## src/rtl/conv_result_writer.sv

```systemverilog
// conv_result_writer
//   Sink end of the convolution result stream. Packs RESULT_DWIDTH-bit beats
//   little-endian into MEM_DWIDTH-bit words and writes them to consecutive
//   word addresses from a programmable base. The final partial word is
//   zero-padded. done pulses once the final write has been accepted.
//
//   Optional feature: define RESULT_WR_STROBE_EN to add mem_be, a per-lane
//   byte-enable marking which lanes of the written word hold real results.
//
// Ports
//   clk, reset_n                  clock, async active-low reset
//   start, base_addr, num_results job launch (accepted only when idle)
//   result_data, result_valid     result beats, no back-pressure
//   accum_ovrflow                 datapath overflow flag (sticky-captured)
//   mem_addr, mem_wdata, mem_we   write request, held until mem_ready
//   mem_be                        lane strobes (RESULT_WR_STROBE_EN only)
//   mem_ready                     write accepted on mem_we & mem_ready
//   busy, done                    job in progress / 1-cycle end pulse
//   err_ovrflow, overrun          sticky job status flags
module conv_result_writer #(
  parameter int RESULT_DWIDTH = 8,
  parameter int MEM_DWIDTH    = 24,
  parameter int ADDR_WIDTH    = 16,
  parameter int CNT_WIDTH     = 16
) (
  input  logic                     clk,
  input  logic                     reset_n,
  input  logic                     start,
  input  logic [ADDR_WIDTH-1:0]    base_addr,
  input  logic [CNT_WIDTH-1:0]     num_results,
  input  logic [RESULT_DWIDTH-1:0] result_data,
  input  logic                     result_valid,
  input  logic                     accum_ovrflow,
  output logic [ADDR_WIDTH-1:0]    mem_addr,
  output logic [MEM_DWIDTH-1:0]    mem_wdata,
  output logic                     mem_we,
`ifdef RESULT_WR_STROBE_EN
  output logic [MEM_DWIDTH/RESULT_DWIDTH-1:0] mem_be,
`endif
  input  logic                     mem_ready,
  output logic                     busy,
  output logic                     done,
  output logic                     err_ovrflow,
  output logic                     overrun
);

  localparam int LANES = MEM_DWIDTH / RESULT_DWIDTH;
  localparam int LW    = (LANES > 1) ? $clog2(LANES) : 1;

  typedef enum logic [1:0] {IDLE, RUN, FLUSH, DONE} state_t;

  state_t                 state, state_nx;
  logic [CNT_WIDTH-1:0]   num_q, res_cnt;
  logic [LW-1:0]          lane_cnt;
  logic [MEM_DWIDTH-1:0]  pack_q, full_word;

  logic accept, hold_free, beat, word_full, last_beat, pad_move;

  // Holding register is mem_wdata/mem_we themselves; it can take a new word
  // when empty or when its current word is being accepted this cycle.
  assign accept    = mem_we & mem_ready;
  assign hold_free = ~mem_we | mem_ready;
  assign beat      = (state == RUN) & result_valid;
  assign word_full = beat & (lane_cnt == LW'(LANES - 1));
  assign last_beat = beat & ((res_cnt + CNT_WIDTH'(1)) == num_q);
  assign pad_move  = (state == FLUSH) & (lane_cnt != '0) & hold_free;

  assign busy = (state == RUN) | (state == FLUSH);
  assign done = (state == DONE);

  // Word completed by the current beat; lanes not yet written are zero
  // because the pack register is cleared whenever a word leaves it.
  always_comb begin
    full_word = pack_q;
    full_word[(LANES-1)*RESULT_DWIDTH +: RESULT_DWIDTH] = result_data;
  end

  always_comb begin
    state_nx = state;
    case (state)
      IDLE:    if (start) state_nx = (num_results == '0) ? DONE : RUN;
      RUN:     if (last_beat) state_nx = FLUSH;
      // Leave as soon as the last write is accepted so done follows it by one cycle.
      FLUSH:   if ((lane_cnt == '0) && hold_free) state_nx = DONE;
      DONE:    state_nx = IDLE;
      default: state_nx = IDLE;
    endcase
  end

  always_ff @(posedge clk or negedge reset_n) begin
    if (!reset_n) begin
      state       <= IDLE;
      num_q       <= '0;
      res_cnt     <= '0;
      lane_cnt    <= '0;
      pack_q      <= '0;
      mem_addr    <= '0;
      mem_wdata   <= '0;
      mem_we      <= 1'b0;
      err_ovrflow <= 1'b0;
      overrun     <= 1'b0;
`ifdef RESULT_WR_STROBE_EN
      mem_be      <= '0;
`endif
    end else begin
      state <= state_nx;

      if ((state == IDLE) && start) begin
        num_q       <= num_results;
        mem_addr    <= base_addr;
        res_cnt     <= '0;
        lane_cnt    <= '0;
        pack_q      <= '0;
        err_ovrflow <= 1'b0;
        overrun     <= 1'b0;
      end

      if (busy && accum_ovrflow) err_ovrflow <= 1'b1;

      if (beat) begin
        res_cnt <= res_cnt + CNT_WIDTH'(1);
        if (word_full) begin
          lane_cnt <= '0;
          pack_q   <= '0;
        end else begin
          lane_cnt <= lane_cnt + LW'(1);
          pack_q[lane_cnt*RESULT_DWIDTH +: RESULT_DWIDTH] <= result_data;
        end
      end

      if (pad_move) begin
        lane_cnt <= '0;
        pack_q   <= '0;
      end

      // Address wraps naturally at 2^ADDR_WIDTH.
      if (accept) mem_addr <= mem_addr + ADDR_WIDTH'(1);

      if ((word_full && hold_free) || pad_move) begin
        mem_wdata <= word_full ? full_word : pack_q;
        mem_we    <= 1'b1;
`ifdef RESULT_WR_STROBE_EN
        mem_be    <= word_full ? {LANES{1'b1}} : LANES'((1 << lane_cnt) - 1);
`endif
      end else begin
        if (accept) mem_we <= 1'b0;
        if (word_full) overrun <= 1'b1;  // holding reg still occupied: word lost
      end
    end
  end

endmodule

```

## config.mk

```make
export PLATFORM = sky130hd
export DESIGN_NAME = conv_result_writer
export DESIGN_NICKNAME = d
export VERILOG_FILES = /design/src/rtl/conv_result_writer.sv
export SDC_FILE = /design/constraint.sdc
export NUM_CORES = 1
export LEC_CHECK = 0
export BUFFER_PORTS_ARGS = -buffer_cell sky130_fd_sc_hd__buf_2
export CORE_ASPECT_RATIO = 0.8
export CORE_MARGIN = 8
export CORE_UTILIZATION = 51
export CTS_CLUSTER_SIZE = 40
export DETAILED_ROUTE_END_ITERATION = 10
export PLACE_DENSITY = 0.77
export SLEW_MARGIN = 40
export SYNTH_ARGS = -nofsm -noshare
export SYNTH_HDL_FRONTEND = slang
export SYNTH_SLANG_ARGS = --single-unit
```

## constraint.sdc

```tcl
create_clock -name clk -period 2 [get_ports clk]
set_input_delay 0.4 -clock clk [delete_from_list [all_inputs] [get_ports clk]]
set_output_delay 0.4 -clock clk [all_outputs]
set_load 0.01 [all_outputs]
```

==> results.json <==
{
  "outcome": "finished with violations",
  "violations": "setup timing",
  "dpl_cell_area_sq_um": 6070,
  "core_area_sq_um": 10070,
  "finalNonFillerCells": 824,
  "ir_drop_v": 0.0005989,
  "max_freq_mhz": 488.3,
  "power_density_nw_per_um2": 1276,
  "leakage_nw": 3.229,
  "criticalPathCategory": "reg -> reg",
  "ys_seq_area_share_pct": 49.83,
  "grt_use_total_pct": 20.17,
  "synthArstFlopShare_pct": 100.0,
  "avgSynthCellArea_sq_um": 9.439,
  "grt_pass1_wl_um": 22430,
  "layout_common_cells": "dfrtp_1, nand2_1, buf_2, nor2_1, buf_4",
  "dieArea_sq_um": 13640,
  "worst_slack_ps": -47.80,
  "synth.distinct_cells": 57,
  "area_delta_synth_final_pct": 28.21,
  "required_ps": 2230,
  "gr-total-overflow": 0,
  "final_common_cell": "dfrtp_1",
  "drt_iter0_drc": 311,
  "grt_max_degree": 51,
  "dr.pass1.iters": 5,
  "setup_viol": 2,
  "crit_fanout": 3,
  "yosys.area_share.simple_pct": 22.54,
  "cts_buffer_depth": 2,
  "fp.dieW_um": 128.6,
  "nets": 737,
  "antenna_found_initial": 0,
  "final.min_clock_period_ps": 2048,
  "synth_xor_area_share_pct": 3.387,
  "fill_cells": 804,
  "final_area_sq_um": 6631,
  "netlist_area_sq_um": 5172,
  "num_vias": 4756,
  "vias_per_cell": 5.772,
  "min_path_type": "in -> reg",
  "end_kind": "flip-flop",
  "pre_cts_ws_ps": -104.0,
  "fin_util_pct": 65.82,
  "whs_ps": 253.3,
  "drive_above_1_share_pct": 31.87,
  "path_clk_slew_ps": 70,
  "cts_sinks": 103,
  "worst_pin_slew_ps": 679.7,
  "synth_top_family_by_area": "simple AND/OR/NAND/NOR gates",
  "wire_per_inst_um": 17.78,
  "ant_nets": 0,
  "cts.htree.levels": 3,
  "finalClockSkew_ps": 9.756,
  "register_area_sq_um": 2582,
  "ctsRootBufferMaster": "clkbuf_16",
  "ios": 91,
  "portBuffers": 90,
  "synth_fp_nets": 605,
  "hpwl_um": 9939,
  "first_global_vias": 4616,
  "worstPathArrival_ps": 2270,
  "synth-compound-area-share_pct": 13.72,
  "cts-buffers-inserted": 9,
  "multi_input_area_sq_um": 2581,
  "gp_congestion": 0.9004,
  "rsz0062_at_grt": "yes",
  "drcViolationCount": 0,
  "hold_viol": 0,
  "maxSlewHeadroom_pct": 54.69,
  "ys_ff_latch": 103,
  "synthMuxAreaShare_pct": 4.693,
  "drt-total-wl_um": 14650,
  "synth_edf_count": 0,
  "synth_fa_ha_area_share_pct": 2.661,
  "fp.dieH_um": 106.1,
  "clk_latency_ps": 350,
  "final-max-slew-violation-count": 0,
  "period_share_pct": 102.4,
  "floorplan.initialDensity_pct": 51.34,
  "dp_cells": 797,
  "ys_warn_count": 0,
  "start_kind": "flip-flop",
  "power_mw": 8.461,
  "maxCapViolCount": 0,
  "ys.flop_type": "dfrtp_1",
  "fp-row-count": 33,
  "tritoncts": "done",
  "setup_tns_ps": -85.67,
  "postSynthCellCount": 548,
  "antenna-diode-count": 0
}
critical path: stages, from the launching register on:
cell and delay, ps:
dfrtp_2 440, ha_4 260, xnor2_2 160, nand3_1 120, a221oi_2 230, o311ai_2 180, nor4_4 250, a31oi_2 150
mux2i_1 150
routing by layer:
layer	track usage, %	share of wire, %	up-vias
li1	-	-	2192
met1	26.67	44	2334
met2	32.13	48	209
met3	5.503	7.3	21
met4	5.272	1.2	0
met5	0	0	-
Yosys cell counts (3+ instances only):
| master | count | area share, % |
|---|---|---|
| nand3_1 | 23 | 2.2 |
| nand4_1 | 6 | 0.73 |
| ha_1 | 11 | 2.7 |
| mux2_2 | 17 | 3.7 |
| nor2_1 | 79 | 5.7 |
| a22oi_1 | 20 | 2.9 |
| o21ai_0 | 31 | 3.0 |
| dfrtp_1 | 103 | 50 |
| xnor2_1 | 13 | 2.2 |
| mux2i_1 | 4 | 0.77 |
| o31ai_1 | 7 | 1.0 |
| xor2_1 | 7 | 1.2 |
| inv_1 | 6 | 0.44 |
| nor2b_1 | 4 | 0.48 |
| nor4_1 | 6 | 0.73 |
| and2_1 | 3 | 0.36 |
| nor3_1 | 9 | 0.87 |
| a21oi_1 | 14 | 1.4 |
| clkbuf_1 | 15 | 1.1 |
| buf_6 | 5 | 1.1 |
| buf_1 | 3 | 0.22 |
| a31oi_1 | 12 | 1.5 |
| o22ai_1 | 4 | 0.48 |
| nand2b_1 | 5 | 0.60 |
| nand2_1 | 93 | 6.7 |
| and3_1 | 8 | 0.97 |
path summary, 6_finish.rpt:
| check | slack, ps | depth (start not counted) | from | end |
|---|---|---|---|---|
| worst max-delay path | -50 | 8 | res_cnt[1] | state[0] |
| worst min-delay path | 250 | 3 | num_results[8] | num_q[8] |
| worst max register to register | -50 | 8 | res_cnt[1] | state[0] |
| worst min register to register | 500 | 1 | err_ovrflow | err_ovrflow |
| max in group asynchronous | 920 | 3 | reset_n | pack_q[22] |
| min in group asynchronous | 500 | 2 | reset_n | num_q[10] |
where the power goes:
group | switching [mW] | leakage [nW] | internal (mW)
logic | 1.97 | 1.77 | 1.60
registers | 0.575 | 1.34 | 2.67
clock network | 0.789 | 0.123 | 0.851
total | 3.34 | 3.23 | 5.12
layout make-up:
cell class | count | area share, %
Sequential cell | 103 | 38.94
Multi-Input combinational cell | 413 | 38.92
Timing Repair Buffer | 147 | 15.06
Clock buffer | 10 | 3.453
Tap cell | 140 | 2.642
Clock inverter | 5 | 0.6415
Inverter | 6 | 0.3396
sequential cells by signal (all words and copies together), names as in the netlist:
signal and flops:
mem_we 1, overrun 1, mem_wdata 24, num_q 16
err_ovrflow 1, lane_cnt 2, pack_q 24, res_cnt 16
state 2, mem_addr 16
kinds of logic (layout without fill, tap and decap cells):
family,after synthesis,in the layout
AOI/OAI and AO/OA,108,108
xor gates and xnor gates,20,20
adders and majority gates,11,11
buffers and inverters,32,168
DFF,103,103
muxes,22,22
and+or+nand+nor,252,252
repair_timing:
| action | 4_1_cts | 5_1_grt |
|---|---|---|
| resized for setup | 8 | 32 |
| hold buffers | 1 | 0 |
| pin swaps | 7 | 4 |
| endpoints found under the setup margin | 30 | 62 |
| buffers inserted | 1 | 7 |
| hold endpoints to repair | 23 | 0 |
| gates cloned | 0 | 3 |
Note: power is estimated with default switching activity, not from simulation.
